<file path="config.mk">
export PLATFORM = sky130hd
export DESIGN_NAME = box_cmd_ctrl
export DESIGN_NICKNAME = d
export VERILOG_FILES = /design/src/rtl/box_pkg.sv /design/src/rtl/box_cmd_ctrl.sv
export SDC_FILE = /design/constraint.sdc
export NUM_CORES = 1
export LEC_CHECK = 0
export CORE_MARGIN = 2
export CORE_UTILIZATION = 47
export DETAILED_ROUTE_END_ITERATION = 8
export PLACE_DENSITY = 0.9
export SLEW_MARGIN = 20
export SYNTH_ARGS = -nofsm -noshare
export SYNTH_HDL_FRONTEND = slang
export SYNTH_SLANG_ARGS = --single-unit
</file>
<file path="constraint.sdc">
create_clock -name clk -period 2.3 [get_ports clk]
set_input_delay 0.46 -clock clk [delete_from_list [all_inputs] [get_ports clk]]
set_output_delay 0.46 -clock clk [all_outputs]
set_load 0.05 [all_outputs]
</file>
<file path="src/rtl/box_pkg.sv">
// Shared encodings and widths for the register-box command path.
// Pairs with the 4-entry, 8-bit register box.
package box_pkg;

  localparam int BOX_DATA_W = 8;
  localparam int BOX_ADDR_W = 2;

  typedef enum logic [1:0] {
    OP_NOP = 2'b00,
    OP_WR  = 2'b01,
    OP_RD  = 2'b10,
    OP_VFY = 2'b11
  } cmd_op_e;

  typedef enum logic [1:0] {
    ST_OK       = 2'b00,
    ST_WR_ACK   = 2'b01,
    ST_TIMEOUT  = 2'b10,
    ST_MISMATCH = 2'b11
  } rsp_status_e;

  typedef enum logic [2:0] {
    S_IDLE     = 3'd0,
    S_ISSUE_WR = 3'd1,
    S_ISSUE_RD = 3'd2,
    S_WAIT     = 3'd3,
    S_RESP     = 3'd4
  } state_e;

endpackage

</file>
<file path="src/rtl/box_cmd_ctrl.sv">
// Single-outstanding command sequencer in front of the register box:
// issues write/read pulses, waits for read_active, returns one response per command.
module box_cmd_ctrl
  import box_pkg::*;
#(
  parameter int DATA_W  = BOX_DATA_W,
  parameter int ADDR_W  = BOX_ADDR_W,
  parameter int TIMEOUT = 4,
  parameter int ERR_W   = 8
) (
  input  logic              clk,
  input  logic              rst,
  input  logic              cmd_valid,
  output logic              cmd_ready,
  input  logic [1:0]        cmd_op,
  input  logic [ADDR_W-1:0] cmd_addr,
  input  logic [DATA_W-1:0] cmd_data,
  output logic              rsp_valid,
  input  logic              rsp_ready,
  output logic [DATA_W-1:0] rsp_data,
  output logic [1:0]        rsp_status,
  output logic              box_read_enable,
  output logic              box_write_enable,
  output logic [ADDR_W-1:0] box_address,
  output logic [DATA_W-1:0] box_write_data,
  input  logic [DATA_W-1:0] box_read_data,
  input  logic              box_read_active,
  output logic [ERR_W-1:0]  err_count
);

  localparam int CNT_W = (TIMEOUT > 1) ? $clog2(TIMEOUT) : 1;
  localparam logic [CNT_W-1:0] CNT_LAST = CNT_W'(TIMEOUT - 1);

  state_e            state_q, state_d;
  cmd_op_e           op_q, op_d;
  logic [ADDR_W-1:0] addr_q, addr_d;
  logic [DATA_W-1:0] data_q, data_d;
  logic [CNT_W-1:0]  cnt_q, cnt_d;
  logic [DATA_W-1:0] rsp_data_q, rsp_data_d;
  rsp_status_e       rsp_status_q, rsp_status_d;
  logic [ERR_W-1:0]  err_q, err_d;
  logic              err_bump;

  always_comb begin
    state_d      = state_q;
    op_d         = op_q;
    addr_d       = addr_q;
    data_d       = data_q;
    cnt_d        = cnt_q;
    rsp_data_d   = rsp_data_q;
    rsp_status_d = rsp_status_q;
    err_bump     = 1'b0;

    case (state_q)
      S_IDLE: begin
        if (cmd_valid) begin
          op_d   = cmd_op_e'(cmd_op);
          addr_d = cmd_addr;
          data_d = cmd_data;
          case (cmd_op_e'(cmd_op))
            OP_NOP: begin
              state_d      = S_RESP;
              rsp_data_d   = '0;
              rsp_status_d = ST_OK;
            end
            OP_RD:   state_d = S_ISSUE_RD;
            default: state_d = S_ISSUE_WR;
          endcase
        end
      end
      S_ISSUE_WR: begin
        if (op_q == OP_VFY) begin
          state_d = S_ISSUE_RD;
        end else begin
          state_d      = S_RESP;
          rsp_data_d   = data_q;
          rsp_status_d = ST_WR_ACK;
        end
      end
      S_ISSUE_RD: begin
        cnt_d   = '0;
        state_d = S_WAIT;
      end
      S_WAIT: begin
        // A late read_active still beats the timeout in the same cycle.
        if (box_read_active) begin
          state_d    = S_RESP;
          rsp_data_d = box_read_data;
          if (op_q == OP_VFY && box_read_data != data_q) begin
            rsp_status_d = ST_MISMATCH;
            err_bump     = 1'b1;
          end else begin
            rsp_status_d = ST_OK;
          end
        end else if (cnt_q == CNT_LAST) begin
          state_d      = S_RESP;
          rsp_data_d   = '0;
          rsp_status_d = ST_TIMEOUT;
          err_bump     = 1'b1;
        end else begin
          cnt_d = cnt_q + 1'b1;
        end
      end
      S_RESP: begin
        if (rsp_ready) state_d = S_IDLE;
      end
      default: state_d = S_IDLE;
    endcase

    err_d = err_q;
    if (err_bump && err_q != '1) err_d = err_q + 1'b1;
  end

  always_ff @(posedge clk) begin
    if (rst) begin
      state_q      <= S_IDLE;
      op_q         <= OP_NOP;
      addr_q       <= '0;
      data_q       <= '0;
      cnt_q        <= '0;
      rsp_data_q   <= '0;
      rsp_status_q <= ST_OK;
      err_q        <= '0;
    end else begin
      state_q      <= state_d;
      op_q         <= op_d;
      addr_q       <= addr_d;
      data_q       <= data_d;
      cnt_q        <= cnt_d;
      rsp_data_q   <= rsp_data_d;
      rsp_status_q <= rsp_status_d;
      err_q        <= err_d;
    end
  end

  // Everything below decodes from registered state, so the box pins never glitch.
  assign cmd_ready        = (state_q == S_IDLE);
  assign rsp_valid        = (state_q == S_RESP);
  assign rsp_data         = rsp_data_q;
  assign rsp_status       = rsp_status_q;
  assign box_write_enable = (state_q == S_ISSUE_WR);
  assign box_read_enable  = (state_q == S_ISSUE_RD);
  assign box_address      = (state_q == S_IDLE) ? '0 : addr_q;
  assign box_write_data   = (state_q == S_IDLE) ? '0 : data_q;
  assign err_count        = err_q;

endmodule

</file>
==> results.md, run 1 <==
- Run status: finished clean
- Die X: 68.59 µm
- Most crowded layer after global routing: met2
- Clk Latency, worst-skew pair: 0.29 ns
- Comb pwr share: 29.7%
- CP top delay family: buffers and inverters
- Met1 Use GR: 27.17%
- RD Place Congestion: 0.8280
- Area grow syn2layout: 36.82%
- Delay of the slowest critical-path stage: 0.85 ns
- CTS Root Cell: clkbuf_8
- Router iterations before antenna repair: 4
- Avg Synthesized Cell Area: 8.203 µm²
- Final ANT Viol Nets: 0
- Kind of critical path: reg2out
- Die area: 0.004704 mm²
- Top-area cell type share of the netlist area: 35.74%
- CTS H-tree depth: 2
- Arrival time worst endpoint: 1.60 ns
- RSZ-0062 raised after global routing: false
- Initial Utilization: 49.01%
- Crit path max fanout: 7
- List of most frequent post-synthesis cells: dfxtp_1, nand2_1, nor2_1
- Grt total ovfl: 0
- Setup Buffers After CTS: 0
- Max Clock Freq: 0.4865 GHz
- Tot GR Track Use: 21.85%
- Antenna cells: 0
- Switching share of power: 31.72%
- Routed WL: 4727 µm
- Internal power: 0.001175 W
- Setup Skew: 0.004146 ns
- Worst hold path type: reg2reg
- IO Port Bufs: 56
- Top post-synthesis cells by area: dfxtp_1, nor2b_1, a21oi_1
- Lkg Pwr: 1.027 nW
- Pwr Total: 0.001721 W
- Clock network power share: 30.6%
- DR WL/cell: 13.70 µm
- Synth Instances: 239
- Vias: 1818
- Num CTS Buffers: 5
- Crit path required time: 1.84 ns
- Clock tree from TritonCTS: built
- Tcrit/Tclk final: 89.37%
- Number of max-cap violations: 0
- Mapped Nets: 266
- Cts hold-fix bufs: 0
- Reg2reg setup slack: 0.34 ns
- Core Region: 0.004000 mm²
- Hold path cells: 2
- Row cnt: 23
- Max-slew violations: 0
- Max-slew headroom: 66.17%
- DRC errors left: 0
- Vias in the first global route: 1681
- Seq pwr share: 39.6%
- Critical Path Sink Type: primary output
- Crit path cell chain: clkdlybuf4s50_1
- Final hold vios: 0
- Top FF cell, synth: dfxtp_1
- Fin crit period: 2.056 ns
- Worst vdd ir: 0.0004241 V
- Grt met2 use: 35.46%
- Worst Path Buf+Inv: 1
- Clock slew at reported path FFs: 0.07 ns
- Layout cell share with drive strength beyond 1: 13.56%
- Crit path launch type: register
- Synth Register Bits: 35
- Initial antenna violation count: 0
- Fill count: 308
- Setup Viol. Count Final: 0
- CP Depth: 1
- Post-CTS sizing: 0
- Slowest library cell on the worst path: clkdlybuf4s50_1
- Post-Syn Area: 0.001961 mm²
- Synth cell types: 41
- GRT met3 Usage: 5.357%
- Ports: 57
- CTS max path bufs: 2
- Pre-CTS WS: 0.1564 ns
- EDFF count, synth: 0
- PwrDens: 641.4 mW/mm²
- Final-stage net count: 322
- Switching pwr: 0.0005457 W
- Worst-Margin Slew: 0.5058 ns
- Cells on worst reg2reg path: 6
- DRT iter0 DRCs: 126
- Post-synth top area cell: dfxtp_1
- Via density: 5.270
- Setup_tns: 0 ns
- Clock sink total: 35
- Ys Warns: 0
- Asr flop ratio synth: 0%
- Largest net degree at the start of global routing: 43
- First-pass GRT wire length: 7576 µm
- Detailed placer's ending HPWL: 3450 µm
- Final setup margin: 0.2445 ns
- Register area share after synthesis: 35.74%
- Chip height: 68.59 µm
- Final Hold Slack: 0.4483 ns
- Most frequent cell after synthesis: dfxtp_1
cell type report:
type / instances / area, µm² / area share, %
inverter: 3 / 11.26 / 0.4198
sequential: 35 / 700.7 / 26.12
multi-input combinational: 186 / 1170 / 43.61
clock buffer: 6 / 72.57 / 2.705
timing repair buffer: 64 / 635.6 / 23.69
clock inverter: 1 / 30.03 / 1.119
tap: 50 / 62.56 / 2.332
per-stage QoR:
stage	cells	area, µm²	utilization, %
finish	345	2683	67.06
global route	345	2683	67.06
CTS	345	2683	67.06
detailed placement	338	2580	64.50
global placement	338	2580	64.50
floorplan	239	1961	-
per-layer routing:
metal | vias up | part of all wire, %
li1 | 915 | -
met1 | 854 | 43
met2 | 43 | 52
met3 | 6 | 4.2
met4 | 0 | 1.3
met5 | - | 0
layout by cell type, fill, tap and decap left out, drive strengths merged, types with 2 or more instances in the layout:
cell type      count
a31oi              2
nor3b              2
nand4              6
mux2               6
nor2b             23
buf               22
mux2i              9
a211oi             2
o21ai              5
xnor2              8
and3               3
nand3              2
dfxtp             35
ha                 2
a22oi              2
clkbuf             6
nor2              30
clkdlybuf4s50     42
and2               4
nand3b             2
nand2             31
nand2b             8
a21oi             28
inv                3
state kept, by name (all words and copies together) (netlist names):
| name | count |
|---|---|
| data_q | 8 |
| err_count | 8 |
| rsp_data | 8 |
| state_q | 3 |
| addr_q | 2 |
| cnt_q | 2 |
| op_q | 2 |
| rsp_status | 2 |
path summary, 6_finish.rpt:
| kind | start | to |
|---|---|---|
| worst min-delay path | addr_q[0]$_SDFFE_PP0P_ | addr_q[0]$_SDFFE_PP0P_ |
| worst min register to register | addr_q[0]$_SDFFE_PP0P_ | addr_q[0]$_SDFFE_PP0P_ |
| worst max register to register | err_count[0]$_SDFFE_PP0P_ | err_count[3]$_SDFFE_PP0P_ |
| worst max-delay path | err_count[0]$_SDFFE_PP0P_ | err_count[0] |
kinds of logic (layout without fill, tap and decap cells):
kind of cell	after synthesis	in the layout	share of synthesized area, %
AO/OA/AOI/OAI	46	46	16.08
XOR/XNOR	8	8	3.574
adder cells (fa/ha/maj)	2	2	1.276
buffers and inverters	18	74	4.594
flip-flops	35	35	35.74
multiplexers	15	15	8.041
AND/OR/NAND/NOR	115	115	30.70
power groups by stage:
stage	Clock, W	Combinational, W	Sequential, W
finish	0.000527	0.000512	0.000682
global route	0.000567	0.000550	0.000688
CTS	0.000541	0.000513	0.000681
detailed placement	0	0.000509	0.000695
global placement	0	0.000504	0.000692
floorplan	0	0.000346	0.000679
No activity file was read; power rests on OpenSTA's default activity.
==> run 2, diff against run 1 <==
- CORE_UTILIZATION: 47 -> 30
- PLACE_DENSITY: 0.9 -> 0.66
==> run 2 against run 1 <==
Total power is 3.6% higher. Wire length is 6.4% higher. Cell count is 8.1% higher. Core utilization is 24 points lower. Design area is 1.8% higher. Combinational power is 1% higher. Die area is 53% higher. Largest cell class unchanged.
==> results.md, run 2 (synthesis gave the netlist of run 1 again) <==
- Arrival time worst endpoint: 1.62 ns
- Run status: finished clean
- Number of max-cap violations: 0
- Cts hold-fix bufs: 0
- Post-CTS sizing: 0
- DRC errors left: 0
- Row cnt: 29
- Max Clock Freq: 0.4814 GHz
- Most frequent cells in the layout: clkdlybuf4s50_1, dfxtp_1, nand2_1, nor2_1, a21oi_1
- DR WL/cell: 13.48 µm
- Detailed placer's ending HPWL: 3783 µm
- Core Region: 0.006350 mm²
- Pre-CTS WS: 0.1449 ns
- RSZ-0062 raised after global routing: false
- CP top delay family: buffers and inverters
- Largest net degree at the start of global routing: 33
- Fin crit period: 2.077 ns
- Num CTS Buffers: 5
- Setup Buffers After CTS: 0
- Crit path max fanout: 7
- Ports: 57
- Vias: 1772
- CTS Root Cell: clkbuf_8
- Cells on worst reg2reg path: 6
- Router iterations before antenna repair: 4
- Hold path cells: 2
- Dpl cells: 365
- IO Port Bufs: 56
- Worst flop-to-flop path endpoint: err_count[5]$_SDFFE_PP0P_
- Setup Viol. Count Final: 0
- Setup_tns: 0 ns
- Crit path required time: 1.84 ns
- Worst-Margin Slew: 0.5112 ns
- Worst hold path type: reg2reg
- Final ANT Viol Nets: 0
- Lkg Pwr: 1.036 nW
- Antenna cells: 0
- Layout cell share with drive strength beyond 1: 14.19%
- Hold Path Origin: addr_q[0]$_SDFFE_PP0P_
- Final setup margin: 0.2227 ns
- Die area: 0.007198 mm²
- Clock slew at reported path FFs: 0.08 ns
- Max-slew violations: 0
- CTS H-tree depth: 2
- RD Place Congestion: 0.7790
- Worst R2R Start: err_count[0]$_SDFFE_PP0P_
- Slowest library cell on the worst path: clkdlybuf4s50_1
- Max-slew headroom: 65.81%
- Pwr Total: 0.001783 W
- Clock sink total: 35
- Leading cell type in the layout, fill and taps excluded: clkdlybuf4s50_1
- DRT iter0 DRCs: 69
- Vias in the first global route: 1640
- CTS max path bufs: 2
- Tot GR Track Use: 14.27%
- Reg2reg setup slack: 0.31 ns
- Non-Filler Instances: 373
- Area grow syn2layout: 39.31%
- Hold EP: addr_q[0]$_SDFFE_PP0P_
- Die X: 84.84 µm
- Final-stage net count: 322
- PwrDens: 652.8 mW/mm²
- Clk Latency, worst-skew pair: 0.29 ns
- Clock tree from TritonCTS: built
- Chip height: 84.84 µm
- Routed WL: 5028 µm
- Setup Skew: 0.006762 ns
- Crit path launch type: register
- Initial antenna violation count: 0
- Initial Utilization: 30.88%
- Final hold vios: 0
- Crit path cell chain: clkdlybuf4s50_1
- Via density: 4.751
- Worst vdd ir: 0.0002469 V
- Delay of the slowest critical-path stage: 0.86 ns
- Tcrit/Tclk final: 90.32%
- Critical Path Sink Type: primary output
- Grt total ovfl: 0
- Worst Path Buf+Inv: 1
- First-pass GRT wire length: 8114 µm
- Kind of critical path: reg2out
## run 2: worst max-delay path by stage
stage / start / endpoint / slack, ns / cells after the start
floorplan: state_q[0]$_SDFFE_PP0P_ / box_address[0] / 0.006 / 4
global placement: box_read_active / err_count[5]$_SDFFE_PP0P_ / 0.16 / 6
detailed placement: box_read_active / err_count[5]$_SDFFE_PP0P_ / 0.14 / 6
CTS: err_count[0]$_SDFFE_PP0P_ / err_count[0] / 0.21 / 1
global route: err_count[0]$_SDFFE_PP0P_ / err_count[5]$_SDFFE_PP0P_ / 0.14 / 6
finish: err_count[0]$_SDFFE_PP0P_ / err_count[0] / 0.22 / 1
## run 2: final cells by class
class | instances | area (µm²)
clock buffer | 6 | 82.58
clock inverter | 2 | 35.03
fill | 630 | 3618
inverter | 3 | 11.26
multi-input combinational | 186 | 1170
sequential | 35 | 700.7
tap | 77 | 96.34
timing repair buffer | 64 | 635.6
## run 2: metrics by stage
step / cell area [µm²] / utilization [%] / hold WS, ns
after floorplan: 1961 / - / 0.4318
after global placement: 2614 / 41.16 / 0.4374
after detailed placement: 2614 / 41.16 / 0.4430
after CTS: 2731 / 43.01 / 0.4538
after global routing: 2731 / 43.01 / 0.4670
final: 2731 / 43.01 / 0.4523
## run 2: where the power goes
part	switching, W	internal, W
clock network	0.000231	0.000351
registers	0.0000432	0.000638
logic	0.000298	0.000221
total	0.000572	0.00121
## run 2: tightest hold or removal path, delay by kind of cell (launching register included)
family             cells  cell delay, ns
AOI/OAI and AO/OA      1            0.05
DFF                    1            0.31
and+or+nand+nor        1            0.05
## run 2: metal layers
metal	global-route usage (%)	wire, µm
met4	5.339	46
met2	21.90	2303
met1	19.33	2451
met5	0	0
met3	3.696	226
==> run 3, diff against run 2 <==
- ABC_AREA: default -> 1
- PLACE_DENSITY: 0.66 -> default
==> run 3 against run 2 <==
Synthesized area is 10% lower. First-iteration DRC count is 1.4% lower. Combinational power is 51% higher. Largest power group is now combinational logic. Sequential share of layout area is 2.4 points higher. Clock power is 2% lower. Register-to-register slack better by 0.37 ns.
==> results.md, run 3 <==
- Run status: finished clean
- Mapped Nets: 287
- Vias in the first global route: 1651
- Post-synth top area cell: dfxtp_1
- Ys Warns: 0
- CP top delay family: buffers and inverters
- Area grow syn2layout: 41.86%
- Top post-synthesis cells by area: dfxtp_1, nand2_1, a21oi_1
- Slowest library cell on the worst path: clkdlybuf4s50_1
- Crit path max fanout: 6
- Metal2 WL: 2145 µm
- RD Place Congestion: 0.8038
- Layout cell share with drive strength beyond 1: 12.15%
- CTS H-tree depth: 2
- Top Metal Used: met4
- Final ANT Viol Nets: 0
- Tcrit/Tclk final: 87.94%
- Arrival time worst endpoint: 1.56 ns
- Avg Synthesized Cell Area: 6.771 µm²
- Fin crit period: 2.023 ns
- Synth Instances: 260
- Critical Path Sink Type: primary output
- Setup Viol. Count Final: 0
- DRC errors left: 0
- Lkg Pwr: 1.039 nW
- Final Hold Slack: 0.4549 ns
- Worst Path Buf+Inv: 1
- Grt total ovfl: 0
- Crit path cell chain: clkdlybuf4s50_1
- Largest family of logic cells by synthesized area: simple AND/OR/NAND/NOR gates
- Max-slew violations: 0
- Max Clock Freq: 0.4944 GHz
- List of most frequent post-synthesis cells: nand2_1, dfxtp_1, a21oi_1
- Crit path launch type: register
- Kind of critical path: reg2out
- Reg2reg setup slack: 0.68 ns
- Mux contribution to synthesized area: 0%
- Antenna cells: 0
- Vias: 1811
- Crit path required time: 1.84 ns
- CTS Root Cell: clkbuf_8
- Worst hold path type: reg2reg
- Routed WL: 4567 µm
- Final hold vios: 0
- Top-area cell type share of the netlist area: 39.80%
- Post-CTS sizing: 0
- XOR/XNOR Fraction of Synth Area: 4.478%
- Clock sink total: 35
- Synth Register Bits: 35
- CTS max path bufs: 2
- Initial Utilization: 31.58%
- Worst-Margin Slew: 0.6069 ns
- Asr flop ratio synth: 0%
- Most frequent cells in the layout: nand2_1, clkdlybuf4s50_1, dfxtp_1, a21oi_1, inv_1
- Met3 WL: 174 µm
- Met1 WL: 2173 µm
- Delay of the slowest critical-path stage: 0.84 ns
- Die area: 0.006497 mm²
- Fraction of the mapped netlist area in simple logic gates: 28.43%
- Final-stage net count: 347
- Via density: 4.608
- IO Port Bufs: 56
- First-pass GRT wire length: 7652 µm
- Worst R2R Start: state_q[1]$_SDFFE_PP0P_
- Largest net degree at the start of global routing: 25
- Leading cell type in the layout, fill and taps excluded: nand2_1
- Clock slew at reported path FFs: 0.07 ns
- Core Region: 0.005574 mm²
- Clock tree from TritonCTS: built
- Row cnt: 27
- Chip height: 80.61 µm
- Number of max-cap violations: 0
- Synth Area in Adders: 1.421%
- Hold Path Origin: addr_q[0]$_SDFFE_PP0P_
- Detailed placer's ending HPWL: 3499 µm
- Worst vdd ir: 0.0004281 V
- Num CTS Buffers: 5
- Router iterations before antenna repair: 5
- Most frequent cell after synthesis: nand2_1
- Ports: 57
- Die X: 80.61 µm
- Setup Buffers After CTS: 0
- EDFF count, synth: 0
- Post-synthesis compound-gate area fraction: 16.70%
- Post-Syn Area: 0.001760 mm²
- Cts hold-fix bufs: 0
- Setup_tns: 0 ns
- Top FF cell, synth: dfxtp_1
- Max-slew headroom: 59.44%
- RSZ-0062 raised after global routing: false
- PwrDens: 826.0 mW/mm²
- Tot GR Track Use: 15.27%
- Clk Latency, worst-skew pair: 0.28 ns
- Synth cell types: 26
- Register area share after synthesis: 39.80%
- DRT iter0 DRCs: 68
- Worst Setup SP: err_count[4]$_SDFFE_PP0P_
- DR WL/cell: 11.62 µm
- Setup Skew: 0.007762 ns
- Initial antenna violation count: 0
run 3: changes by cell type after synthesis, moves of 5 or more:
cell	change
o21ai_0	+8
nand3_1	+13
mux2_1	-6
o22ai_1	+5
inv_2	+5
inv_1	+24
nand2_1	+39
nor2b_1	-23
nor2_1	-11
mux2i_1	-9
nand2b_1	-8
clkbuf_1	-5
a21oi_1	+8
run 3: stage by stage:
stage	worst slack [ns]	area, µm²	std cells	utilization (%)	total power (W)
finish	0.2774	2497	393	44.80	0.002063
global placement	0.2519	2380	385	42.69	0.001501
floorplan	0.03789	1760	260	-	0.001252
CTS	0.2603	2497	393	44.80	0.002082
global route	0.2128	2497	393	44.80	0.002184
detailed placement	0.2317	2380	385	42.69	0.001505
run 3: path summary, 6_finish.rpt:
path,to,cells after the start
max reg2reg,rsp_status[0]$_SDFFE_PP0P_,9
max,err_count[4],1
min reg2reg,addr_q[0]$_SDFFE_PP0P_,2
min,addr_q[0]$_SDFFE_PP0P_,2
run 3: per-layer routing:
layer	vias to the layer above	track usage, %
met5	-	0
met3	4	3.258
met4	0	5.593
met2	37	25.00
li1	957	-
met1	813	19.65
run 3: kinds of logic after synthesis:
group / count (synthesis)
AND/OR/NAND/NOR: 117
buffers and inverters: 41
flip-flops: 35
XOR/XNOR: 9
AO/OA/AOI/OAI: 56
adder cells (fa/ha/maj): 2
run 3: power breakdown:
group	switching, W	internal, W	leakage, nW	total [W]
sequential	0.0000383	0.000669	0.285	0.000707
clock	0.000222	0.000351	0.0612	0.000573
combinational	0.000531	0.000252	0.692	0.000783
total	0.000791	0.00127	1.04	0.00206
run 3: area by class of cell:
type | instances | area, µm²
Timing Repair Buffer | 62 | 570.5
Multi-Input combinational cell | 184 | 898.4
Inverter | 32 | 120.1
Clock inverter | 2 | 35.03
Tap cell | 72 | 90.09
Clock buffer | 6 | 82.58
Fill cell | 589 | 3077
Sequential cell | 35 | 700.7
